**config.mk**
```make
export PLATFORM = sky130hd
export DESIGN_NAME = uart_register_port
export DESIGN_NICKNAME = d
export VERILOG_FILES = /design/src/rtl/uart_register_port.sv
export SDC_FILE = /design/constraint.sdc
export NUM_CORES = 1
export LEC_CHECK = 0
export ABC_AREA = 1
export BUFFER_PORTS_ARGS = -buffer_cell sky130_fd_sc_hd__buf_4
export CORE_MARGIN = 2
export CORE_UTILIZATION = 50
export CTS_CLUSTER_DIAMETER = 40
export DETAILED_ROUTE_END_ITERATION = 10
export PLACE_DENSITY = 0.78
export SLEW_MARGIN = 10
export SYNTH_ARGS = -nofsm -noshare
export SYNTH_HDL_FRONTEND = slang
export SYNTH_SLANG_ARGS = --single-unit
export TNS_END_PERCENT = 20
```
**constraint.sdc**
```tcl
create_clock -name clk -period 3.5 [get_ports clk]
set_input_delay 0.525 -clock clk [delete_from_list [all_inputs] [get_ports clk]]
set_output_delay 0.525 -clock clk [all_outputs]
set_load 0.02 [all_outputs]
```
**src/rtl/uart_register_port.sv**
```systemverilog
// 8N1 UART peripheral on the hardware register bus: four-register window,
// TX/RX FIFOs, programmable baud divider, sticky overrun/framing flags.
module uart_register_port #(
  parameter logic [11:0] BASE_INDEX  = 12'h000,
  parameter int unsigned FIFO_DEPTH  = 8,
  parameter logic [15:0] DEFAULT_DIV = 16'd433
) (
  input  logic        clk,
  input  logic        reset,
  input  logic [11:0] register_index,
  input  logic        register_read,
  input  logic        register_write,
  input  logic [15:0] register_write_value,
  output logic [15:0] register_read_value,
  input  logic        uart_rx,
  output logic        uart_tx,
  output logic        rx_ready
);
  localparam int unsigned AW = $clog2(FIFO_DEPTH);
  localparam logic [AW:0] DEPTH_CNT = (AW+1)'(FIFO_DEPTH);

  typedef enum logic [1:0] {TX_IDLE, TX_START, TX_DATA, TX_STOP} tx_state_e;
  typedef enum logic [2:0] {RX_IDLE, RX_START, RX_DATA, RX_STOP, RX_BREAK} rx_state_e;

  tx_state_e   tx_state_q;
  rx_state_e   rx_state_q;
  logic [15:0] baud_q, tx_tmr_q, rx_tmr_q, rd_data_d, read_value_q;
  logic [2:0]  tx_bit_q, rx_bit_q;
  logic [7:0]  tx_sh_q, rx_sh_q;
  logic        tx_line_q, ovr_q, ferr_q;
  logic        rx_meta_q, rx_sync_q, rx_last_q;

  logic [7:0]    tx_mem_q [FIFO_DEPTH];
  logic [7:0]    rx_mem_q [FIFO_DEPTH];
  logic [AW-1:0] tx_wr_ptr_q, tx_rd_ptr_q, rx_wr_ptr_q, rx_rd_ptr_q;
  logic [AW:0]   tx_cnt_q, rx_cnt_q;

  logic       sel, wr_status, wr_tx, wr_rx, wr_baud;
  logic       tx_full, tx_empty, rx_full, rx_empty;
  logic       tx_push, tx_pop, rx_push, rx_pop, rx_stop_done, ovr_set, ferr_set;
  logic [7:0] tx_head, rx_head;

  assign sel       = (register_index[11:2] == BASE_INDEX[11:2]);
  assign wr_status = register_write && sel && (register_index[1:0] == 2'd0);
  assign wr_tx     = register_write && sel && (register_index[1:0] == 2'd1);
  assign wr_rx     = register_write && sel && (register_index[1:0] == 2'd2);
  assign wr_baud   = register_write && sel && (register_index[1:0] == 2'd3);

  assign tx_full  = (tx_cnt_q == DEPTH_CNT);
  assign tx_empty = (tx_cnt_q == '0);
  assign rx_full  = (rx_cnt_q == DEPTH_CNT);
  assign rx_empty = (rx_cnt_q == '0);
  assign tx_head  = tx_mem_q[tx_rd_ptr_q];
  assign rx_head  = rx_mem_q[rx_rd_ptr_q];

  // The transmitter takes a byte either from idle or at the end of a stop
  // bit, which is what keeps back-to-back frames gap-free.
  assign tx_push = wr_tx && !tx_full;
  assign tx_pop  = !tx_empty && ((tx_state_q == TX_IDLE) ||
                                 ((tx_state_q == TX_STOP) && (tx_tmr_q == 16'd0)));

  assign rx_stop_done = (rx_state_q == RX_STOP) && (rx_tmr_q == 16'd0);
  assign rx_push      = rx_stop_done && rx_sync_q && !rx_full;
  assign ovr_set      = rx_stop_done && rx_sync_q && rx_full;
  assign ferr_set     = rx_stop_done && !rx_sync_q;
  assign rx_pop       = wr_rx && !rx_empty;

  assign uart_tx             = tx_line_q;
  assign rx_ready            = !rx_empty;
  assign register_read_value = read_value_q;

  always_ff @(posedge clk) begin
    if (tx_push) tx_mem_q[tx_wr_ptr_q] <= register_write_value[7:0];
    if (rx_push) rx_mem_q[rx_wr_ptr_q] <= rx_sh_q;
  end

  always_ff @(posedge clk or posedge reset) begin
    if (reset) begin
      tx_wr_ptr_q <= '0;
      tx_rd_ptr_q <= '0;
      tx_cnt_q    <= '0;
      rx_wr_ptr_q <= '0;
      rx_rd_ptr_q <= '0;
      rx_cnt_q    <= '0;
    end else begin
      if (tx_push) tx_wr_ptr_q <= tx_wr_ptr_q + AW'(1);
      if (tx_pop)  tx_rd_ptr_q <= tx_rd_ptr_q + AW'(1);
      if (tx_push && !tx_pop) tx_cnt_q <= tx_cnt_q + (AW+1)'(1);
      else if (!tx_push && tx_pop) tx_cnt_q <= tx_cnt_q - (AW+1)'(1);
      if (rx_push) rx_wr_ptr_q <= rx_wr_ptr_q + AW'(1);
      if (rx_pop)  rx_rd_ptr_q <= rx_rd_ptr_q + AW'(1);
      if (rx_push && !rx_pop) rx_cnt_q <= rx_cnt_q + (AW+1)'(1);
      else if (!rx_push && rx_pop) rx_cnt_q <= rx_cnt_q - (AW+1)'(1);
    end
  end

  always_ff @(posedge clk or posedge reset) begin
    if (reset) begin
      tx_state_q <= TX_IDLE;
      tx_tmr_q   <= '0;
      tx_bit_q   <= '0;
      tx_sh_q    <= '0;
      tx_line_q  <= 1'b1;
    end else begin
      case (tx_state_q)
        TX_IDLE: begin
          tx_line_q <= 1'b1;
          if (tx_pop) begin
            tx_sh_q    <= tx_head;
            tx_tmr_q   <= baud_q;
            tx_line_q  <= 1'b0;
            tx_state_q <= TX_START;
          end
        end
        TX_START: begin
          if (tx_tmr_q == 16'd0) begin
            tx_tmr_q   <= baud_q;
            tx_bit_q   <= '0;
            tx_line_q  <= tx_sh_q[0];
            tx_state_q <= TX_DATA;
          end else tx_tmr_q <= tx_tmr_q - 16'd1;
        end
        TX_DATA: begin
          if (tx_tmr_q == 16'd0) begin
            tx_tmr_q <= baud_q;
            if (tx_bit_q == 3'd7) begin
              tx_line_q  <= 1'b1;
              tx_state_q <= TX_STOP;
            end else begin
              tx_bit_q  <= tx_bit_q + 3'd1;
              tx_sh_q   <= tx_sh_q >> 1;
              tx_line_q <= tx_sh_q[1];
            end
          end else tx_tmr_q <= tx_tmr_q - 16'd1;
        end
        TX_STOP: begin
          if (tx_tmr_q == 16'd0) begin
            if (tx_pop) begin
              tx_sh_q    <= tx_head;
              tx_tmr_q   <= baud_q;
              tx_line_q  <= 1'b0;
              tx_state_q <= TX_START;
            end else tx_state_q <= TX_IDLE;
          end else tx_tmr_q <= tx_tmr_q - 16'd1;
        end
        default: tx_state_q <= TX_IDLE;
      endcase
    end
  end

  // RX samples each bit near its centre; a low stop bit parks in RX_BREAK
  // until the line recovers so a held-low line cannot retrigger a frame.
  always_ff @(posedge clk or posedge reset) begin
    if (reset) begin
      rx_meta_q  <= 1'b1;
      rx_sync_q  <= 1'b1;
      rx_last_q  <= 1'b1;
      rx_state_q <= RX_IDLE;
      rx_tmr_q   <= '0;
      rx_bit_q   <= '0;
      rx_sh_q    <= '0;
    end else begin
      rx_meta_q <= uart_rx;
      rx_sync_q <= rx_meta_q;
      rx_last_q <= rx_sync_q;
      case (rx_state_q)
        RX_IDLE: begin
          if (rx_last_q && !rx_sync_q) begin
            rx_tmr_q   <= baud_q >> 1;
            rx_state_q <= RX_START;
          end
        end
        RX_START: begin
          if (rx_tmr_q == 16'd0) begin
            if (rx_sync_q) rx_state_q <= RX_IDLE;
            else begin
              rx_tmr_q   <= baud_q;
              rx_bit_q   <= '0;
              rx_state_q <= RX_DATA;
            end
          end else rx_tmr_q <= rx_tmr_q - 16'd1;
        end
        RX_DATA: begin
          if (rx_tmr_q == 16'd0) begin
            rx_sh_q  <= {rx_sync_q, rx_sh_q[7:1]};
            rx_tmr_q <= baud_q;
            if (rx_bit_q == 3'd7) rx_state_q <= RX_STOP;
            else rx_bit_q <= rx_bit_q + 3'd1;
          end else rx_tmr_q <= rx_tmr_q - 16'd1;
        end
        RX_STOP: begin
          if (rx_tmr_q == 16'd0) rx_state_q <= rx_sync_q ? RX_IDLE : RX_BREAK;
          else rx_tmr_q <= rx_tmr_q - 16'd1;
        end
        RX_BREAK: if (rx_sync_q) rx_state_q <= RX_IDLE;
        default:  rx_state_q <= RX_IDLE;
      endcase
    end
  end

  always_comb begin
    rd_data_d = 16'd0;
    if (register_read && sel) begin
      case (register_index[1:0])
        2'd0:    rd_data_d = {11'd0, ferr_q, ovr_q, tx_empty, tx_full, !rx_empty};
        2'd2:    rd_data_d = rx_empty ? 16'd0 : {8'd0, rx_head};
        2'd3:    rd_data_d = baud_q;
        default: rd_data_d = 16'd0;
      endcase
    end
  end

  // A flag raised in the same cycle as its clear write stays raised.
  always_ff @(posedge clk or posedge reset) begin
    if (reset) begin
      baud_q       <= DEFAULT_DIV;
      ovr_q        <= 1'b0;
      ferr_q       <= 1'b0;
      read_value_q <= 16'd0;
    end else begin
      read_value_q <= rd_data_d;
      if (wr_baud) baud_q <= (register_write_value < 16'd3) ? 16'd3 : register_write_value;
      ovr_q  <= ovr_set  | (ovr_q  & ~(wr_status & register_write_value[3]));
      ferr_q <= ferr_set | (ferr_q & ~(wr_status & register_write_value[4]));
    end
  end
endmodule

```
Word level (Yosys, flattened, before mapping). Memory sizes are Yosys's and may differ from the RTL's. Cells that the tools add are included.

Flip-flop bits (word level): 117. Memory bits (writable): 128. Bits of input ports: 33. Output and inout port bits: 18. Word-level logic and storage cells: 188. Memories kept: 2.

Add/subtract/negate cells: 12. Order comparisons: 1. Eq/ne operators: 31. Muxes and demuxes: 59. Bitwise logic cells: 8. Reductions and logical operators: 53.

Memories: rx_mem_q (words 8, bits a word 8, read ports 1, clocked after memory_dff 0, write ports 1, RTL line 34) `logic [7:0] rx_mem_q [FIFO_DEPTH];`; tx_mem_q (words 8, bits a word 8, read ports 1, clocked after memory_dff 0, write ports 1, RTL line 33) `logic [7:0] tx_mem_q [FIFO_DEPTH];`.

Operators by type and width (number): 2-to-1 mux 16 bit (10); case mux 16 bit (3 select lines) (2); case mux 16 bit (4 select lines) (1); 2-to-1 mux 3 bit (14); 2-to-1 mux 8 bit (5); logical NOT 16 bit (2); subtractor 16 x 1 -> 16 bit, second input constant (2); inequality test 2 bit, second input constant (14); case mux 8 bit (3 select lines) (1); logical AND 1 bit (20); adder 3 x 1 -> 3 bit, second input constant (6); less-than comparator 16 x 2 -> 1 bit, second input constant (1); 2-to-1 mux 4 bit (4); AND reduction 4 bit (4); case mux 3 bit (5 select lines) (1); 2-to-1 mux 2 bit (6); case mux 3 bit (2 select lines) (2); 2-to-1 mux 1 bit (11); logical NOT 10 bit (1); AND reduction 5 bit (2); equality test 3 bit, second input constant (3); logical NOT 1 bit (9); adder 4 x 1 -> 4 bit, second input constant (2); equality test 2 bit, second input constant (4); other kinds (22) (37).

Depth between registers and ports, before layout. Gate-level depths: netlist of run 1.

Depth after elaboration: 8. Gate-level depth with buffers: 18. Mapped depth without buffers: 17.

Worst setup path before layout of run 1. No wires, ideal clock.

Path type: register -> register. Start point: register tx_tmr_q[0]. End point: register tx_cnt_q[3]. Setup time: 0.121 ns. Arrival: 2.596 ns. Required time: 3.379 ns. Path slack: 0.783 ns. Stages on the path, launching flop included: 19. Path buffers: 2. Period minus slack after synthesis: 2.717 ns. Cell sequence: dfrtp_1 -> inv_1 -> ha_1 -> nand3_2 -> nor2_4 -> nand3_2 -> nand2_2 -> nand2_2 -> buf_6 -> buf_6 -> ha_1 -> inv_1 -> ha_1 -> a21o_1 -> a21oi_1 -> nor2_1 -> nor2_1 -> nand2_1 -> xor2_1.

Cells in the longest elaborated chain, start to end: 7. Elaborated cells between the ends (all ways): 9. Classes of those cells: 1 x mux; 8 x reduce/logical.

Ends and longest elaborated chain: start: declaration (RTL line 27) `logic [15:0] baud_q, tx_tmr_q, rx_tmr_q, rd_data_d, read_value_q;`; start signal: assignment (RTL line 110) `tx_tmr_q <= baud_q;`; start signal: assignment (RTL line 117) `tx_tmr_q <= baud_q;`; start signal: assignment (RTL line 121) `end else tx_tmr_q <= tx_tmr_q - 16'd1;`; logical NOT 16 bit * (RTL line 60) `((tx_state_q == TX_STOP) && (tx_tmr_q == 16'd0)));`; logical AND 1 bit * (RTL line 60); logical OR 1 bit * (RTL line 59) `assign tx_pop = !tx_empty && ((tx_state_q == TX_IDLE) ||`; logical AND 1 bit * (RTL line 59); logical NOT 1 bit (RTL line 88) `if (tx_push && !tx_pop) tx_cnt_q <= tx_cnt_q + (AW+1)'(1);`; logical AND 1 bit (RTL line 88); 2-to-1 mux 4 bit / nonzero test 2 bit (equally long branches); end signal: assignment (RTL line 88); end signal: assignment (RTL line 89) `else if (!tx_push && tx_pop) tx_cnt_q <= tx_cnt_q - (AW+1)'(1);`; end: declaration (RTL line 36) `logic [AW:0] tx_cnt_q, rx_cnt_q;`.

Every way passes the cells marked *; elsewhere a longest branch is shown, timed or not. A chain may end at the register's enable or synchronous reset.

Final worst setup path of run 1.
Start point: register rx_tmr_q[0]. End point: register rx_cnt_q[3].

Cells in the longest elaborated chain, start to end: 7. Elaborated cells between the ends (all ways): 9. Classes of those cells: 1 x mux; 8 x reduce/logical.

Ends and longest elaborated chain: start: declaration (RTL line 27); start signal: assignment (RTL line 169) `rx_tmr_q <= baud_q >> 1;`; start signal: assignment (RTL line 177) `rx_tmr_q <= baud_q;`; start signal: assignment (RTL line 181) `end else rx_tmr_q <= rx_tmr_q - 16'd1;`; logical NOT 16 bit * (RTL line 62) `assign rx_stop_done = (rx_state_q == RX_STOP) && (rx_tmr_q == 16'd0);`; logical AND 1 bit * (RTL line 62); logical AND 1 bit * (2 in series) (RTL line 63) `assign rx_push = rx_stop_done && rx_sync_q && !rx_full;`; via rx_push (RTL line 40) `logic tx_push, tx_pop, rx_push, rx_pop, rx_stop_done, ovr_set, ferr_set;`; logical NOT 1 bit (RTL line 93) `else if (!rx_push && rx_pop) rx_cnt_q <= rx_cnt_q - (AW+1)'(1);`; logical AND 1 bit (RTL line 93); nonzero test 2 bit (no line); end signal: assignment (RTL line 92) `if (rx_push && !rx_pop) rx_cnt_q <= rx_cnt_q + (AW+1)'(1);`; end signal: assignment (RTL line 93); end: declaration (RTL line 36).

Mark *: on every way through the listed nets, which the timed path passes. The rest lies on a longest branch.

==> results of run 1 <==
## power groups by stage
stage | registers (mW) | clock network [mW] | logic [mW]
3_3_place_gp | 3.38 | 0 | 1.30
6_report | 3.34 | 3.59 | 1.34
2_1_floorplan | 3.35 | 0 | 1.04
4_1_cts | 3.33 | 3.64 | 1.33
3_5_place_dp | 3.38 | 0 | 1.32
5_1_grt | 3.35 | 3.76 | 1.51
## final timing paths
| kind | to | slack, ns | cells after the start |
|---|---|---|---|
| min in group asynchronous | tx_wr_ptr_q[1]$_DFFE_PP0P_ | 0.16 | 2 |
| setup / recovery | rx_cnt_q[3]$_DFFE_PP0P_ | 0.39 | 17 |
| max in group asynchronous | baud_q[8]$_DFFE_PP1P_ | 2.49 | 3 |
| setup reg to reg | rx_cnt_q[3]$_DFFE_PP0P_ | 0.39 | 17 |
| hold / removal | rx_meta_q$_DFF_PP1_ | 0.12 | 1 |
| hold reg to reg | rx_sync_q$_DFF_PP1_ | 0.36 | 0 |
## area by class of cell
| class | instances | share of cell area |
|---|---|---|
| Inverter | 113 | 0.0311 |
| Timing Repair Buffer | 68 | 0.0378 |
| Tap cell | 319 | 0.0289 |
| Clock buffer | 44 | 0.0711 |
| Multi-Input combinational cell | 851 | 0.324 |
| Sequential cell | 245 | 0.490 |
| Clock inverter | 22 | 0.0170 |
## cells by family (layout without fill, tap and decap cells)
group | Yosys count | in the layout | synth area share
flip-flops | 245 | 245 | 0.571
AND/OR/NAND/NOR | 566 | 566 | 0.206
XOR/XNOR | 29 | 29 | 0.0214
multiplexers | 9 | 9 | 0.00853
adder cells (fa/ha/maj) | 24 | 24 | 0.0265
buffers and inverters | 153 | 247 | 0.0529
AO/OA/AOI/OAI | 223 | 223 | 0.114
## cells in the final DEF, fill, tap and decap left out, types with 8 or more instances in the layout
master,synthesis,layout
edfxtp_1,128,128
o21ai_0,111,111
nand3_1,82,82
inv_1,103,102
dfstp_2,9,9
nor3_1,13,13
o221ai_1,8,8
o211ai_1,20,20
dfrtp_1,108,108
nand2_2,11,11
nor2_2,8,9
o21ai_2,8,8
or2_2,9,9
buf_4,2,67
a21oi_1,19,19
o21ai_1,16,16
a22oi_1,8,8
ha_1,22,22
clkbuf_16,0,38
nor2_1,148,147
nand2_1,268,268
xor2_1,22,22
mux2_2,9,9
o22ai_1,18,18
## critical path, stage by stage, from the launching register on
cell     delay, ns
dfrtp_1       0.40
inv_1         0.15
ha_1          0.27
nand2_2       0.14
nor2_1        0.16
nand4_1       0.13
nor2_2        0.16
nand3_2       0.11
nor2_4        0.15
ha_1          0.21
inv_1         0.10
ha_1          0.30
a21o_1        0.18
a21oi_1       0.16
nor2_1        0.06
nor2_1        0.08
nand2_1       0.07
xor2_1        0.15
## state kept, by name (all words and copies together), names as in the netlist, named ones only
register / flops
rx_meta_q: 1
rx_tmr_q: 16
rx_mem_q: 64
tx_sh_q: 8
tx_rd_ptr_q: 3
ferr_q: 1
tx_cnt_q: 4
uart_tx: 1
tx_tmr_q: 15
rx_wr_ptr_q: 3
register_read_value: 16
ovr_q: 1
rx_rd_ptr_q: 3
rx_bit_q: 3
baud_q: 16
rx_last_q: 1
rx_sync_q: 1
rx_cnt_q: 4
tx_state_q: 2
tx_mem_q: 64
rx_sh_q: 8
rx_state_q: 3
tx_wr_ptr_q: 3
tx_bit_q: 3
## per-layer routing
metal  share of wire  wire [µm]
met3           0.070       2010
met1            0.43      12200
met2            0.47      13500
met5               0          0
met4           0.030        870
## metrics by stage
| step | total power, mW | utilization |
|---|---|---|
| final | 8.26 | 0.591 |
| after global routing | 8.63 | 0.591 |
| after CTS | 8.30 | 0.591 |
| after detailed placement | 4.71 | 0.539 |
| after global placement | 4.68 | 0.539 |
| after floorplan | 4.39 | - |
==> results.ini, run 1 <==
[die]
die_h_um=158
initial_core_util=0.508
ios=51
num_rows=56
coreArea_um2=23400
dieArea_um2=25000
die_w_um=158

[route]
drt-initial-drc-count=874
drcViolationCount=0
drtAntennaViolNets=0
drt_pre_antenna_iters=5
viasPerCell=5.53
wl_per_cell_um=17.2
vias=9192
wl_um=28600

[critical_path]
critPathMaxFanout=5
timing.rr.start=rx_tmr_q[0]$_DFFE_PP0P_
critical_path_class=register to register
start_kind=register
worstPathArrival_ns=3.50
required_ns=3.89
worst_setup_path_end_kind=register
cp-startpoint=rx_tmr_q[0]$_DFFE_PP0P_

[clock_tree]
clockRootBuffer=clkbuf_16
clkSlewWorstSetupHoldPaths_ns=0.05
clock_sinks=245
clkLatencyLatePin_ns=0.52
cts_buffer_depth=3
post_cts_buffers=0
cts_hold_buf=0
numCtsBuffers=36
cts_tree=yes
ctsResizeCount=0
cts_max_level=2

[power_and_ir_drop]
combPwrFrac=0.162
leakage_nw=5.93
powerDensity_nw_per_um2=598
clkPwrFrac=0.435
seq_power_share=0.404
swShare=0.295
power.internal_mw=5.83
p_sw_mw=2.44
vdd_drop_max_uv=419

[layout]
areaGrowthSynthToFinish_pct=16.4
fillers=1977
seq_area_um2=6780
stdcell_area_um2=13800
drive_above_1_share=0.160
num_antenna_cells=0
instances_no_fill=1662
multiInputGateArea_um2=4480
nNetsFinal=1372

[placement]
placed_cell_area_um2=12600
gp_congestion=0.907
placed_cells=1596
io_buffers=50
place_worst_setup_slack_ns=0.468
dp_hpwl_um=19100

[synth]
yosys.area.top_type=edfxtp_1
synth_flop_cell=edfxtp_1
ys_seq_area_frac=0.571
synth_edf_count=128
synth.most_common_cell=nand2_1
synth_common_cells=nand2_1 (268), nor2_1 (148), edfxtp_1 (128)
netlist_instances=1249
avgSynthCellArea_um2=9.52
ys_ff_latch=245
syn_area_um2=11900
async_flop_share=0.478
synthTopCellsByArea=edfxtp_1 (32%), dfrtp_1 (23%), nand2_1 (8.5%)
netlist.area_leader.share=0.323
syn_nets=1306
ys_types=45
synth_warnings=0

[status]
outcome=finished clean

[grt]
met3_usage=0.0438
antenna_found_initial=0
grt_pass1_vias=8881
met2_usage=0.384
globalRoute.busiestLayer=met2
grt_overflow=0
grt_max_degree=70
grtUsageMet1=0.314
track_usage=0.235
grt_pass1_wl_um=45800

[sta]
fin_crit_ns=3.11
tightest_slew_ns=0.934
hold_ws_ns=0.118
slew_headroom=0.376
slew_viol_final=0
rsz0062_at_grt=false
fin_crit_sh=0.888
setup_ws_ns=0.391
finalSetupTns_ns=0
hold_violations=0
setup_violations=0
skew_ns=0.0174
fmax_mhz=322

[min_path]
min_from=uart_rx
hold_path_class=input pin to register

[job]
cap_violations=0

(Power assumes the default switching activity.)
==> inputs of run 2 (changes only) <==
Settings changed: CORE_UTILIZATION 50 to 56, PLACE_DENSITY 0.78 to 0.85.
==> run 2 against run 1 <==
Fmax increased by 1.7%. Sequential share of layout area increased by 0.57 points. Cell count is 3.1% lower. Highest routed layer unchanged. Clock skew about the same. Core utilization grew 6.2 points. Largest power group unchanged. Global-route usage is 3.0 points higher. Final area fell by 1.1%.
==> results.ini, run 2 (synthesis results as in run 1) <==
[status]
outcome=finished clean

[clock_tree]
clkSlewWorstSetupHoldPaths_ns=0.06
cts_max_level=2
ctsResizeCount=0
cts_buffer_depth=3
cts_hold_buf=0
cts_tree=yes
post_cts_buffers=0
numCtsBuffers=34
clock_sinks=245
clkLatencyLatePin_ns=0.51
clockRootBuffer=clkbuf_16

[route]
wl_per_cell_um=17.9
drt-initial-drc-count=1009
drcViolationCount=0
vias=9403
wl_um=28900
viasPerCell=5.84
drtAntennaViolNets=0
drt_pre_antenna_iters=6

[power_and_ir_drop]
combPwrFrac=0.169
swShare=0.301
power.total_mw=8.07
p_sw_mw=2.43
powerDensity_nw_per_um2=590
seq_power_share=0.415
vdd_drop_max_uv=598
leakage_nw=5.88
clkPwrFrac=0.416
power.internal_mw=5.65

[grt]
grt_pass1_vias=9178
grt_max_degree=52
track_usage=0.265
grt_overflow=0
antenna_found_initial=0
grt_pass1_wl_um=46700

[critical_path]
critPathMaxFanout=5
required_ns=3.90
r2r_slack_ns=0.44
r2r-end=rx_cnt_q[3]$_DFFE_PP0P_
timing.rr.start=rx_tmr_q[0]$_DFFE_PP0P_
reg2regPathDepth=17
critical_path_class=register to register
start_kind=register
worst_setup_path_end_kind=register
worstPathArrival_ns=3.46

[sta]
hold_ws_ns=0.120
finalSetupTns_ns=0
fin_crit_ns=3.06
tightest_slew_ns=0.974
fmax_mhz=327
setup_ws_ns=0.443
skew_ns=0.0178
slew_headroom=0.350
hold_violations=0
fin_crit_sh=0.874
slew_viol_final=0
rsz0062_at_grt=false
setup_violations=0

[die]
dieArea_um2=22400
ios=51
num_rows=53
die_w_um=150
die_h_um=150
initial_core_util=0.567
coreArea_um2=21000

[min_path]
hold_path_class=input pin to register
min_from=uart_rx
hold_path_end=rx_meta_q$_DFF_PP1_
holdPathStages=1

[layout]
stdcell_area_um2=13700
utilization=0.653
drive_above_1_share=0.156
instances_no_fill=1611
layout_commonest_cell=nand2_1
areaGrowthSynthToFinish_pct=15.0
num_antenna_cells=0
reg_top3=rx_mem_q x64, tx_mem_q x64
nNetsFinal=1369
final_cell_mix=nand2_1 (268), nor2_1 (147), edfxtp_1 (128)

[placement]
gp_congestion=0.913
io_buffers=50
place_worst_setup_slack_ns=0.457
placed_cells=1551
placed_cell_area_um2=12600
dp_hpwl_um=19300

[job]
cap_violations=0

-- run 2: changes by cell type in the layout (fill, tap and decap cells not counted), sizes merged --
cell / before / now
inv: 118 / 117
buf: 68 / 67
clkbuf: 44 / 39
-- run 2: area by class of cell --
| cell class | count | area, µm² |
|---|---|---|
| Sequential cell | 245 | 6780 |
| Tap cell | 275 | 344 |
| Clock buffer | 39 | 891 |
| Inverter | 113 | 430 |
| Fill cell | 1558 | 7280 |
| Multi-Input combinational cell | 851 | 4480 |
| Timing Repair Buffer | 67 | 528 |
| Clock inverter | 21 | 220 |
-- run 2: power by group through the flow --
stage                     logic [mW]  registers, mW  clock network [mW]
final                           1.37           3.35                3.36
after global routing            1.55           3.36                3.52
after CTS                       1.34           3.34                3.39
after detailed placement        1.32           3.39                   0
after global placement          1.29           3.38                   0
after floorplan                 1.04           3.35                   0
-- run 2: how the worst max path moves through the flow --
stage                                    endpoint  cells past startpoint                    start  slack (ns)
after floorplan           tx_cnt_q[3]$_DFFE_PP0P_                     18    tx_tmr_q[0]$_DFF_PP0_        0.78
after global placement    tx_cnt_q[3]$_DFFE_PP0P_                     15        register_index[5]        0.63
after detailed placement  tx_cnt_q[3]$_DFFE_PP0P_                     15        register_index[7]        0.46
after CTS                 rx_cnt_q[3]$_DFFE_PP0P_                     17  rx_tmr_q[0]$_DFFE_PP0P_        0.47
after global routing      rx_cnt_q[3]$_DFFE_PP0P_                     17  rx_tmr_q[0]$_DFFE_PP0P_        0.21
final                     rx_cnt_q[3]$_DFFE_PP0P_                     17  rx_tmr_q[0]$_DFFE_PP0P_        0.44
-- run 2: worst max-delay path: stages (launching register included) --
cell and delay [ns]:
dfrtp_1 0.40, inv_1 0.14, ha_1 0.25, nand2_2 0.13, nor2_1 0.16, nand4_1 0.14, nor2_2 0.16, nand3_2 0.12
nor2_4 0.15, ha_1 0.21, inv_1 0.10, ha_1 0.27, a21o_1 0.19, a21oi_1 0.18, nor2_1 0.06, nor2_1 0.08
nand2_1 0.06, xor2_1 0.14
-- run 2: per-layer routing --
metal | vias to the layer above | wire [µm] | GRT usage
met5 | - | 0 | 0
met1 | 4484 | 11500 | 0.348
met2 | 459 | 13900 | 0.431
li1 | 4357 | - | -
met3 | 103 | 2410 | 0.0561
met4 | 0 | 1120 | 0.113
==> inputs of run 3 (changes only) <==
Settings changed: CELL_PAD_IN_SITES_DETAIL_PLACEMENT from default to 1, CELL_PAD_IN_SITES_GLOBAL_PLACEMENT from default to 2, CORE_UTILIZATION 56 to 36.
==> run 3 against run 2 <==
Hold slack improved by 0.0018 ns. First-iteration DRC count decreased by 61%. Sequential share of layout area decreased by 1.7 points. Routed wire length increased by 14%. Critical path depth unchanged. Largest cell class unchanged.
==> results.ini, run 3 (synthesis results as in run 1) <==
[job]
cap_violations=0

[placement]
io_buffers=50
placed_cells=1722
place_worst_setup_slack_ns=0.423
gp_congestion=0.802
dp_hpwl_um=22600
placed_cell_area_um2=12800

[clock_tree]
post_cts_buffers=0
clkSlewWorstSetupHoldPaths_ns=0.05
clkLatencyLatePin_ns=0.53
cts_tree=yes
numCtsBuffers=39
cts_hold_buf=0
clock_sinks=245
cts_buffer_depth=3
ctsResizeCount=0
cts_max_level=2
clockRootBuffer=clkbuf_16

[layout]
nNetsFinal=1378
fillers=3731
seq_area_um2=6780
reg_top3=rx_mem_q x64, tx_mem_q x64
num_antenna_cells=0
drive_above_1_share=0.163
utilization=0.435
stdcell_area_um2=14100
multiInputGateArea_um2=4480
final_cell_mix=nand2_1 (268), nor2_1 (147), edfxtp_1 (128)
layout_commonest_cell=nand2_1
instances_no_fill=1794
areaGrowthSynthToFinish_pct=19.0

[die]
coreArea_um2=32500
initial_core_util=0.365
ios=51
num_rows=66
die_h_um=186
dieArea_um2=34500
die_w_um=186

[sta]
rsz0062_at_grt=false
tightest_slew_ns=1.03
fin_crit_sh=0.885
setup_violations=0
setup_ws_ns=0.403
skew_ns=0.0253
slew_viol_final=0
fin_crit_ns=3.10
hold_ws_ns=0.121
hold_violations=0
fmax_mhz=323
finalSetupTns_ns=0
slew_headroom=0.311

[route]
drt_pre_antenna_iters=4
vias=9090
drtAntennaViolNets=0
drt-initial-drc-count=397
viasPerCell=5.07
drcViolationCount=0
wl_um=33000
wl_per_cell_um=18.4

[power_and_ir_drop]
seq_power_share=0.385
combPwrFrac=0.159
swShare=0.287
power.total_mw=8.70
clkPwrFrac=0.456
powerDensity_nw_per_um2=615
p_sw_mw=2.49
vdd_drop_max_uv=422
power.internal_mw=6.20
leakage_nw=6.01

[grt]
grt_max_degree=51
grt_pass1_vias=9723
track_usage=0.197
grt_overflow=0
grt_pass1_wl_um=53000
antenna_found_initial=0

[critical_path]
required_ns=3.91
critical_path_class=register to register
worst_setup_path_end_kind=register
worstPathArrival_ns=3.50
start_kind=register
critPathMaxFanout=5

[status]
outcome=finished clean

[min_path]
hold_path_class=input pin to register

## run 3: routing by layer
layer,part of all wire,vias up,global-route usage
li1,-,4376,-
met1,0.46,4553,0.263
met2,0.49,117,0.337
met3,0.030,44,0.0280
met4,0.022,0,0.0545
met5,0,-,0
## run 3: worst paths after layout
kind,from,endpoint,slack (ns),cells past startpoint
min reg2reg,rx_meta_q$_DFF_PP1_,rx_sync_q$_DFF_PP1_,0.36,0
min,uart_rx,rx_meta_q$_DFF_PP1_,0.12,1
max,rx_tmr_q[0]$_DFFE_PP0P_,rx_cnt_q[3]$_DFFE_PP0P_,0.40,17
max reg2reg,rx_tmr_q[0]$_DFFE_PP0P_,rx_cnt_q[3]$_DFFE_PP0P_,0.40,17
max in group asynchronous,reset,baud_q[4]$_DFFE_PP1P_,2.49,3
min in group asynchronous,reset,rx_tmr_q[14]$_DFFE_PP0P_,0.13,2
## run 3: area by class of cell
type	instances	area share
multi-input combinational	851	0.317
tap	442	0.0391
inverter	113	0.0304
clock inverter	18	0.0186
clock buffer	54	0.0773
sequential	245	0.479
timing repair buffer	71	0.0386
## run 3: worst max-delay path, stage by stage (launching register included)
cell and delay (ns):
dfrtp_1 0.40, inv_1 0.14, ha_1 0.27, nand2_2 0.14, nor2_1 0.16, nand4_1 0.13, nor2_2 0.16, nand3_2 0.12
nor2_4 0.16, ha_1 0.21, inv_1 0.09, ha_1 0.28, a21o_1 0.17, a21oi_1 0.16, nor2_1 0.06, nor2_1 0.10
nand2_1 0.08, xor2_1 0.14
## run 3: power groups by stage
| stage | clock network [mW] | logic [mW] | registers (mW) |
|---|---|---|---|
| 5_1_grt | 4.15 | 1.59 | 3.36 |
| 4_1_cts | 4.03 | 1.40 | 3.34 |
| 3_3_place_gp | 0 | 1.36 | 3.39 |
| 3_5_place_dp | 0 | 1.38 | 3.40 |
| 6_report | 3.97 | 1.38 | 3.35 |
| 2_1_floorplan | 0 | 1.04 | 3.35 |
